## src/rtl/tpu_host_seq_if.sv

```systemverilog
// tpu_host_seq_if: A/B row input stream, C half-row output stream and the tpuv1 bus
interface tpu_host_seq_if #(
    parameter int ADDRW = 16,
    parameter int DATAW = 64
);
    logic             in_valid;
    logic [DATAW-1:0] in_data;
    logic             in_ready;
    logic             out_valid;
    logic [DATAW-1:0] out_data;
    logic             out_ready;
    logic             tpu_r_w;
    logic [ADDRW-1:0] tpu_addr;
    logic [DATAW-1:0] tpu_wdata;
    logic [DATAW-1:0] tpu_rdata;

    modport master (
        input  in_valid, in_data, out_ready, tpu_rdata,
        output in_ready, out_valid, out_data, tpu_r_w, tpu_addr, tpu_wdata
    );

    modport slave (
        output in_valid, in_data, out_ready, tpu_rdata,
        input  in_ready, out_valid, out_data, tpu_r_w, tpu_addr, tpu_wdata
    );
endinterface

```

## src/rtl/tpu_host_seq.sv

```systemverilog
// tpu_host_seq: loads one A/B job into tpuv1, starts it, waits, and streams the C result back
module tpu_host_seq #(
    parameter int BITS_AB  = 8,
    parameter int BITS_C   = 16,
    parameter int DIM      = 8,
    parameter int ADDRW    = 16,
    parameter int DATAW    = 64,
    parameter int WAIT_CYC = 3*DIM+2
) (
    input  logic clk,
    input  logic rst_n,
    input  logic start,
    input  logic clear_c,
    output logic busy,
    output logic done,
    tpu_host_seq_if.master bus
);
    localparam int CW = $clog2(2*DIM)+1;
    localparam int WW = $clog2(WAIT_CYC+1);
    localparam logic [ADDRW-1:0] A_BASE  = ADDRW'('h100);
    localparam logic [ADDRW-1:0] B_BASE  = ADDRW'('h200);
    localparam logic [ADDRW-1:0] C_BASE  = ADDRW'('h300);
    localparam logic [ADDRW-1:0] GO_ADDR = ADDRW'('h400);

    if (DATAW != DIM*BITS_AB || DATAW != (DIM/2)*BITS_C) begin : g_bad_width
        $error("tpu_host_seq: DATAW must equal DIM*BITS_AB and (DIM/2)*BITS_C");
    end

    typedef enum logic [2:0] {IDLE, LOAD_A, LOAD_B, CLR_C, START, WAIT, READ_C, FIN} state_t;

    state_t           state, state_nx;
    logic [CW-1:0]    cnt, cnt_nx, ocnt, ocnt_nx;
    logic [WW-1:0]    wcnt, wcnt_nx;
    logic             clr, clr_nx;
    logic             r_w_nx, rd, rd_nx;
    logic [ADDRW-1:0] addr_nx;
    logic [DATAW-1:0] wdata_nx, skid;
    logic             skid_v, load, hs_in, hs_out, free;

    assign load         = state == LOAD_A || state == LOAD_B;
    assign bus.in_ready = load && !bus.tpu_r_w && cnt < CW'(DIM);
    assign hs_in        = bus.in_valid && bus.in_ready;
    assign hs_out       = bus.out_valid && bus.out_ready;
    assign free         = !bus.out_valid || bus.out_ready;
    assign busy         = state != IDLE;
    assign done         = state == FIN;

    always_comb begin
        state_nx = state;
        cnt_nx   = cnt;
        ocnt_nx  = ocnt;
        wcnt_nx  = wcnt;
        clr_nx   = clr;
        r_w_nx   = 1'b0;
        rd_nx    = 1'b0;
        addr_nx  = '0;
        wdata_nx = '0;
        case (state)
            IDLE: if (start) begin
                state_nx = LOAD_A;
                clr_nx   = clear_c;
                cnt_nx   = '0;
                ocnt_nx  = '0;
            end
            LOAD_A, LOAD_B: if (hs_in) begin
                r_w_nx   = 1'b1;
                addr_nx  = (state == LOAD_A ? A_BASE : B_BASE) | (ADDRW'(cnt) << 3);
                wdata_nx = bus.in_data;
                cnt_nx   = cnt + 1'b1;
            end else if (cnt == CW'(DIM)) begin
                // the last row write is on the bus now and retires at this edge
                cnt_nx   = '0;
                state_nx = state == LOAD_A ? LOAD_B : clr ? CLR_C : START;
            end
            CLR_C: begin
                r_w_nx   = 1'b1;
                addr_nx  = C_BASE | (ADDRW'(cnt) << 3);
                cnt_nx   = cnt == CW'(2*DIM-1) ? '0 : cnt + 1'b1;
                state_nx = cnt == CW'(2*DIM-1) ? START : CLR_C;
            end
            START: begin
                r_w_nx   = 1'b1;
                addr_nx  = GO_ADDR;
                cnt_nx   = '0;
                wcnt_nx  = WW'(WAIT_CYC-1);
                state_nx = WAIT;
            end
            WAIT: begin
                wcnt_nx  = wcnt == '0 ? wcnt : wcnt - 1'b1;
                state_nx = wcnt == '0 ? READ_C : WAIT;
            end
            READ_C: begin
                // issue only if the word landing next cycle has a free slot (out_data or skid)
                if (cnt < CW'(2*DIM) && !skid_v && free) begin
                    rd_nx   = 1'b1;
                    addr_nx = C_BASE | (ADDRW'(cnt) << 3);
                    cnt_nx  = cnt + 1'b1;
                end
                if (hs_out) begin
                    ocnt_nx  = ocnt + 1'b1;
                    state_nx = ocnt == CW'(2*DIM-1) ? FIN : READ_C;
                end
            end
            FIN:     state_nx = IDLE;
            default: state_nx = IDLE;
        endcase
    end

    always_ff @(posedge clk or negedge rst_n) begin
        if (!rst_n) begin
            state         <= IDLE;
            cnt           <= '0;
            ocnt          <= '0;
            wcnt          <= '0;
            clr           <= 1'b0;
            rd            <= 1'b0;
            skid          <= '0;
            skid_v        <= 1'b0;
            bus.tpu_r_w   <= 1'b0;
            bus.tpu_addr  <= '0;
            bus.tpu_wdata <= '0;
            bus.out_valid <= 1'b0;
            bus.out_data  <= '0;
        end else begin
            state         <= state_nx;
            cnt           <= cnt_nx;
            ocnt          <= ocnt_nx;
            wcnt          <= wcnt_nx;
            clr           <= clr_nx;
            rd            <= rd_nx;
            bus.tpu_r_w   <= r_w_nx;
            bus.tpu_addr  <= addr_nx;
            bus.tpu_wdata <= wdata_nx;
            if (free) begin
                bus.out_valid <= skid_v || rd;
                bus.out_data  <= skid_v ? skid : rd ? bus.tpu_rdata : bus.out_data;
            end
            if (rd && (skid_v || !free))
                skid <= bus.tpu_rdata;
            skid_v <= free ? skid_v && rd : skid_v || rd;
        end
    end
endmodule

```

## src/flat_wrapper.sv

```systemverilog
// flat-port wrapper written by rule: the top's interface ports become plain ports
module tpu_host_seq_flat 
#(
    parameter int BITS_AB  = 8,
    parameter int BITS_C   = 16,
    parameter int DIM      = 8,
    parameter int ADDRW    = 16,
    parameter int DATAW    = 64,
    parameter int WAIT_CYC = 3*DIM+2
)
  (clk, rst_n, start, clear_c, busy, done, bus_in_valid, bus_in_data, bus_out_ready, bus_tpu_rdata, bus_in_ready, bus_out_valid, bus_out_data, bus_tpu_r_w, bus_tpu_addr, bus_tpu_wdata);
  tpu_host_seq_if #(.ADDRW(ADDRW), .DATAW(DATAW)) bus_i ();
  input  logic clk;
  input  logic rst_n;
  input  logic start;
  input  logic clear_c;
  output logic busy;
  output logic done;
  input wire logic [$bits(bus_i.in_valid)-1:0] bus_in_valid;
  input wire logic [$bits(bus_i.in_data)-1:0] bus_in_data;
  input wire logic [$bits(bus_i.out_ready)-1:0] bus_out_ready;
  input wire logic [$bits(bus_i.tpu_rdata)-1:0] bus_tpu_rdata;
  output wire logic [$bits(bus_i.in_ready)-1:0] bus_in_ready;
  output wire logic [$bits(bus_i.out_valid)-1:0] bus_out_valid;
  output wire logic [$bits(bus_i.out_data)-1:0] bus_out_data;
  output wire logic [$bits(bus_i.tpu_r_w)-1:0] bus_tpu_r_w;
  output wire logic [$bits(bus_i.tpu_addr)-1:0] bus_tpu_addr;
  output wire logic [$bits(bus_i.tpu_wdata)-1:0] bus_tpu_wdata;
  assign bus_i.in_valid = bus_in_valid;
  assign bus_i.in_data = bus_in_data;
  assign bus_i.out_ready = bus_out_ready;
  assign bus_i.tpu_rdata = bus_tpu_rdata;
  assign bus_in_ready = bus_i.in_ready;
  assign bus_out_valid = bus_i.out_valid;
  assign bus_out_data = bus_i.out_data;
  assign bus_tpu_r_w = bus_i.tpu_r_w;
  assign bus_tpu_addr = bus_i.tpu_addr;
  assign bus_tpu_wdata = bus_i.tpu_wdata;
  tpu_host_seq #(.BITS_AB(BITS_AB), .BITS_C(BITS_C), .DIM(DIM), .ADDRW(ADDRW), .DATAW(DATAW), .WAIT_CYC(WAIT_CYC)) u_core (.clk(clk), .rst_n(rst_n), .start(start), .clear_c(clear_c), .busy(busy), .done(done), .bus(bus_i));
endmodule
```

## config.mk

```make
export PLATFORM = sky130hd
export DESIGN_NAME = tpu_host_seq_flat
export DESIGN_NICKNAME = d
export VERILOG_FILES = /design/src/rtl/tpu_host_seq_if.sv /design/src/rtl/tpu_host_seq.sv /design/src/flat_wrapper.sv
export SDC_FILE = /design/constraint.sdc
export NUM_CORES = 1
export LEC_CHECK = 0
export CELL_PAD_IN_SITES_DETAIL_PLACEMENT = 0
export CELL_PAD_IN_SITES_GLOBAL_PLACEMENT = 1
export CORE_UTILIZATION = 33
export DETAILED_ROUTE_END_ITERATION = 8
export HOLD_SLACK_MARGIN = 0.1
export PLACE_DENSITY = 0.79
export SYNTH_ARGS = -nofsm -noshare
export SYNTH_HDL_FRONTEND = slang
export SYNTH_SLANG_ARGS = --single-unit
export TNS_END_PERCENT = 1
```

## constraint.sdc

```tcl
create_clock -name clk -period 2 [get_ports clk]
set_clock_uncertainty 0.15 [all_clocks]
set_input_delay 0.2 -clock clk [delete_from_list [all_inputs] [get_ports clk]]
set_output_delay 0.2 -clock clk [all_outputs]
set_load 0.03 [all_outputs]
```

* Word-level counts from Yosys, hierarchy flattened
Cells that the tools add are included.
** Word-level totals
- Output and inout bits :: 149
- Input port bits :: 134
- Register bits after elaboration :: 231
** Operators by class
- Equality and inequality tests :: 17
- Bitwise logic cells :: 1
- Magnitude comparators :: 2
- Reduce and logical (&&, ||, !) cells :: 31
- Add/subtract/negate cells :: 3
- Mux-type cells :: 33
** Operator list (number)
- 64-bit 2-to-1 mux :: 4
- 16-bit one-hot mux with 4 select lines :: 1
- 5-bit 2-to-1 mux :: 7
- 5-bit one-hot mux with 5 select lines :: 1
- 3-bit 2-to-1 mux :: 7
- 3-bit one-hot mux with 7 select lines :: 1
- 10-bit 2-to-1 mux :: 2
- 5-bit one-hot mux with 2 select lines :: 2
- 16-bit 2-to-1 mux :: 1
- 16-bit by 8-bit bitwise OR with 16-bit output :: 1
- 5-bit by 4-bit == test with 1-bit output, second input constant :: 3
- 3-bit == test, second input constant :: 4
- 5-bit by 1-bit adder with 5-bit output, second input constant :: 2
- 1-bit logical AND :: 8
- 4-bit AND reduction :: 2
- 3-bit by 2-bit == test with 1-bit output, second input constant :: 2
- 2-bit by 1-bit inequality test with 1-bit output, second input constant :: 3
- 2-bit inequality test, second input constant :: 3
- 2-bit AND reduction :: 3
- 2-bit nonzero test :: 3
- 5-bit zero test :: 1
- 5-bit by 4-bit < comparator with 1-bit output, second input constant :: 1
- 5-bit < comparator, second input constant :: 1
- 1-bit 2-to-1 mux :: 5
- other kinds (12) :: 19

* Depth between registers and ports, before layout
- Word-level depth :: 7
- Mapped depth :: 9
- Depth with buffers taken out :: 9

* Worst setup path before layout
Ideal clock, no wire load.
- Kind :: reg-to-output
- Start :: register u_core.state[1]
- End :: output bus_in_ready
- Slack :: -0.056 ns
- Arrival :: 1.706 ns
- Path buffers :: 1
- Stages on the path, launching flop included :: 5
- Cells stage by stage :: dfrtp_1 buf_6 xor2_1 nand2b_1 nor4_1
** Between the ends
- Cells in the longest elaborated chain, start to end :: 4
** RTL lines
- start: declaration :: RTL line tpu_host_seq.sv:31 : state_t state, state_nx;
- start signal: assignment :: RTL line tpu_host_seq.sv:125 : state <= state_nx;
- 3-bit by 1-bit == test with 1-bit output / 3-bit by 2-bit == test with 1-bit output (equally long branches) :: RTL line tpu_host_seq.sv:40 : assign load = state == LOAD_A || state == LOAD_B;
- 1-bit logical OR * :: RTL line tpu_host_seq.sv:40
- 1-bit logical AND * (2 in series) :: RTL line tpu_host_seq.sv:41 : assign bus.in_ready = load && !bus.tpu_r_w && cnt < CW'(DIM);
- end: declaration :: RTL line flat_wrapper.sv:23 : output wire logic [$bits(bus_i.in_ready)-1:0] bus_in_ready;
Every way passes the cells marked *; elsewhere a longest branch is shown, timed or not.

* Final worst setup path
- Start :: register u_core.cnt[1]
- End :: register u_core.cnt[3]
** Between the ends
- Cells in the longest elaborated chain, start to end :: 5
** RTL lines
- start: declaration :: RTL line tpu_host_seq.sv:32 : logic [CW-1:0] cnt, cnt_nx, ocnt, ocnt_nx;
- start signal: assignment :: RTL line tpu_host_seq.sv:126 : cnt <= cnt_nx;
- 5-bit by 4-bit < comparator with 1-bit output / 5-bit < comparator (equally long branches) :: RTL line tpu_host_seq.sv:41, tpu_host_seq.sv:94
- 1-bit logical AND, on equally long branches :: RTL line tpu_host_seq.sv:41, tpu_host_seq.sv:94
- 1-bit logical AND, on equally long branches :: RTL line tpu_host_seq.sv:42, tpu_host_seq.sv:94
- 5-bit 2-to-1 mux (tied with other cells) :: RTL line tpu_host_seq.sv:65 : LOAD_A, LOAD_B: if (hs_in) begin
- 5-bit one-hot mux with 5 select lines / 4-bit AND reduction (equally long branches)
Parallel ways exist; a longest one is shown, timed or not. The select of a mux whose other input is x is not followed.
A chain may end at the register's enable or synchronous reset.

==> impl_metrics.env <==
export IMPL_status="finished with violations"
export IMPL_violations="setup timing"
export IMPL_synth_simple_gate_area_share_pct=11.5
export IMPL_netlist_cell_type_count=49
export IMPL_cp_end_kind="flop"
export IMPL_synth_adder_area_share_pct=1.20
export IMPL_drv_cap=0
export IMPL_utilization_pct=52.5
export IMPL_yosys_warnings=0
export IMPL_synthFlopType="dfrtp_1"
export IMPL_crit_slowest_cell="dfrtp_1"
export IMPL_worst_ep_arrival_time_ns=2.37
export IMPL_via_per_inst=4.49
export IMPL_grt_remaining_overflow=0
export IMPL_synth_compound_area_share_pct=6.70
export IMPL_io_buffer_count=274
export IMPL_yosysMostFrequentCell="dfrtp_1"
export IMPL_crit_family="compound AO/OA/AOI/OAI gates"
export IMPL_syn2layout_area_growth_pct=55.5
export IMPL_synth_xor_area_share_pct=0.287
export IMPL_cp_buffers_inverters=1
export IMPL_hold_viol_final=0
export IMPL_setup_ws_ns=-0.126
export IMPL_htreeDepth=1
export IMPL_synth_top_family_by_area="multiplexers"
export IMPL_critPathLaunch="u_core.cnt[1]"
export IMPL_maxSlewViolCount=0
export IMPL_core_area_um2=27100
export IMPL_grt_pass1_wl_mm=37.3
export IMPL_cts_buffer_depth=3
export IMPL_gp_congestion=0.783
export IMPL_placed_cell_area_um2=12700
export IMPL_final_setup_viol_count=7
export IMPL_num_rows=60
export IMPL_rrSetupSlack_ns=-0.13
export IMPL_drc=0
export IMPL_first_iter_violations=315
export IMPL_cts_tree="done"
export IMPL_avgSynthCellArea_um2=12.3
export IMPL_wl_mm=23.1
export IMPL_clock_fmax_mhz=470
export IMPL_vdd_drop_max_v=0.000633
export IMPL_p_per_area_nw_per_um2=1450
export IMPL_power_total_mw=20.6
export IMPL_cts_root_buf="clkbuf_16"
export IMPL_ys_seq_area_share_pct=60.9
export IMPL_hold_class="input pin to flop"
export IMPL_period_share_pct=106
export IMPL_die_x_um=169
export IMPL_layout_drive_gt1_share_pct=17.1
export IMPL_finalNonFillerCells=1510
export IMPL_fp_dieH_um=169
export IMPL_num_vias=6778
export IMPL_nets=1261
export IMPL_pre_cts_ws_ns=-0.209
export IMPL_grt_max_degree=65
export IMPL_r2r_start="u_core.cnt[1]"
export IMPL_slowest_delay_ns=0.37
export IMPL_grt_pass1_vias=7087
export IMPL_async_flop_share_pct=100
export IMPL_cp_cell_sequence="ha_2, nand3_2, inv_2, ha_4, nor2b_2, and2_4, a2111oi_4, nor2_2, a221o_1"
export IMPL_cp_max_fo=4
export IMPL_hp_start="bus_in_data[42]"
export IMPL_dpl_hpwl_mm=15.4
export IMPL_antenna_found_initial=2
export IMPL_cts_sinks=223
export IMPL_numCtsBuffers=26
export IMPL_synthesis_instances=746
export IMPL_path_class="flop to flop"
export IMPL_worstPathRequired_ns=2.24
export IMPL_gr_usage_all_layers_pct=16.5
export IMPL_fin_crit_ns=2.13
export IMPL_synth_common_cells="223 x dfrtp_1, 80 x nor2_1, 72 x a21oi_1"
export IMPL_firstDrtPassIters=4
export IMPL_yosys_top_cells_area="dfrtp_1 61%, mux2_2 8.4%, mux2i_1 7.3%"
export IMPL_leakage_nw=6.03
export IMPL_synth_largest_area_cell="dfrtp_1"
export IMPL_startpoint_type="flop"
export IMPL_netlist_area_um2=9160
export IMPL_synth_top_cell_area_share_pct=60.9
export IMPL_ant_nets=0
export IMPL_worst_skew_pair_late_latency_ns=0.52
export IMPL_fin_tns_setup_ns=-0.430
export IMPL_pin_count=283
export IMPL_synth_mux_area_share_pct=15.7
export IMPL_initial_core_util_pct=33.8
export IMPL_wire_per_inst_um=15.3
export IMPL_ys_seq_elements=223
export IMPL_die_area_um2=28400
export IMPL_rsz0062_at_grt="true"
export IMPL_dp_cells=1398
export IMPL_clk_pin_slew_worst_paths_ns=0.06
export IMPL_design_area_um2=14200
export IMPL_antenna_cells=0
export IMPL_whs_ns=0.119
export IMPL_synth_edf_count=0
## path summary, 6_finish.rpt
| kind | end | cells after the start |
|---|---|---|
| hold reg to reg | u_core.ocnt[4] | 2 |
| max in group asynchronous | u_core.bus.tpu_wdata[15] | 4 |
| setup / recovery | u_core.cnt[3] | 9 |
| setup reg to reg | u_core.cnt[3] | 9 |
| hold / removal | u_core.bus.tpu_wdata[42] | 2 |
| min in group asynchronous | u_core.bus.out_data[13] | 3 |
## logic make-up (layout without fill, tap and decap cells)
family | after synthesis | count (layout)
compound gates | 106 | 106
xor+xnor | 3 | 3
fa+ha+maj | 9 | 9
buf+inv | 63 | 448
flops | 223 | 223
mux | 135 | 135
other cells | 1 | 8
simple gates | 206 | 206
## layer usage
layer / GRT usage [%] / vias to the layer above / share of wire, %
met2: 27.9 / 237 / 47
met5: 0 / - / 0.12
li1: - / 3268 / -
met1: 20.5 / 3234 / 42
met4: 3.72 / 4 / 1.6
met3: 5.33 / 35 / 8.4
## repair_timing
item                                   4_1_cts  5_1_grt
pin swaps                                    1        6
setup endpoints to repair                   10       17
endpoints found under the hold margin      282        0
resized for setup                            9       11
hold buffers                                61        0
buffers inserted                             2        2
## layout make-up
cell class,count,area [um^2]
clock buffer,38,777
sequential,223,5590
multi-input combinational,467,3360
fill,2334,12900
timing repair buffer,390,3930
tap,372,465
inverter,11,41.3
clock inverter,9,78.8
## where the power goes
group	switching, mW	internal, mW
Sequential	0.939	6.30
Combinational	4.64	4.11
Clock	1.82	2.82
Total	7.40	13.2
## flip-flops by register name (all words and copies together), names as in the netlist
register and cells:
u_core.rd 1, u_core.bus.tpu_r_w 1, u_core.ocnt 5, u_core.bus.tpu_wdata 64, u_core.bus.out_valid 1, u_core.state 3, u_core.wcnt 5, u_core.cnt 5
u_core.clr 1, u_core.skid 64, u_core.bus.out_data 64, u_core.skid_v 1, u_core.bus.tpu_addr 8
## cell usage in the layout (no fill, tap or decap), types with 5 or more instances in the layout
master / netlist / routed
and2_1: 67 / 64
nand2b_1: 6 / 6
dlygate4sd3_1: 0 / 61
dfrtp_1: 223 / 221
buf_12: 0 / 13
nand2_1: 24 / 24
clkdlybuf4s50_1: 0 / 267
mux2i_1: 67 / 67
clkbuf_8: 1 / 6
conb_1: 1 / 8
nor2_1: 80 / 78
nor2b_1: 7 / 6
ha_1: 8 / 6
clkbuf_16: 0 / 27
inv_1: 11 / 10
o21ai_0: 16 / 15
clkinv_2: 0 / 5
clkbuf_1: 21 / 5
a21oi_1: 72 / 72
buf_4: 9 / 44
mux2_2: 68 / 68
(Power assumes the default switching activity.)
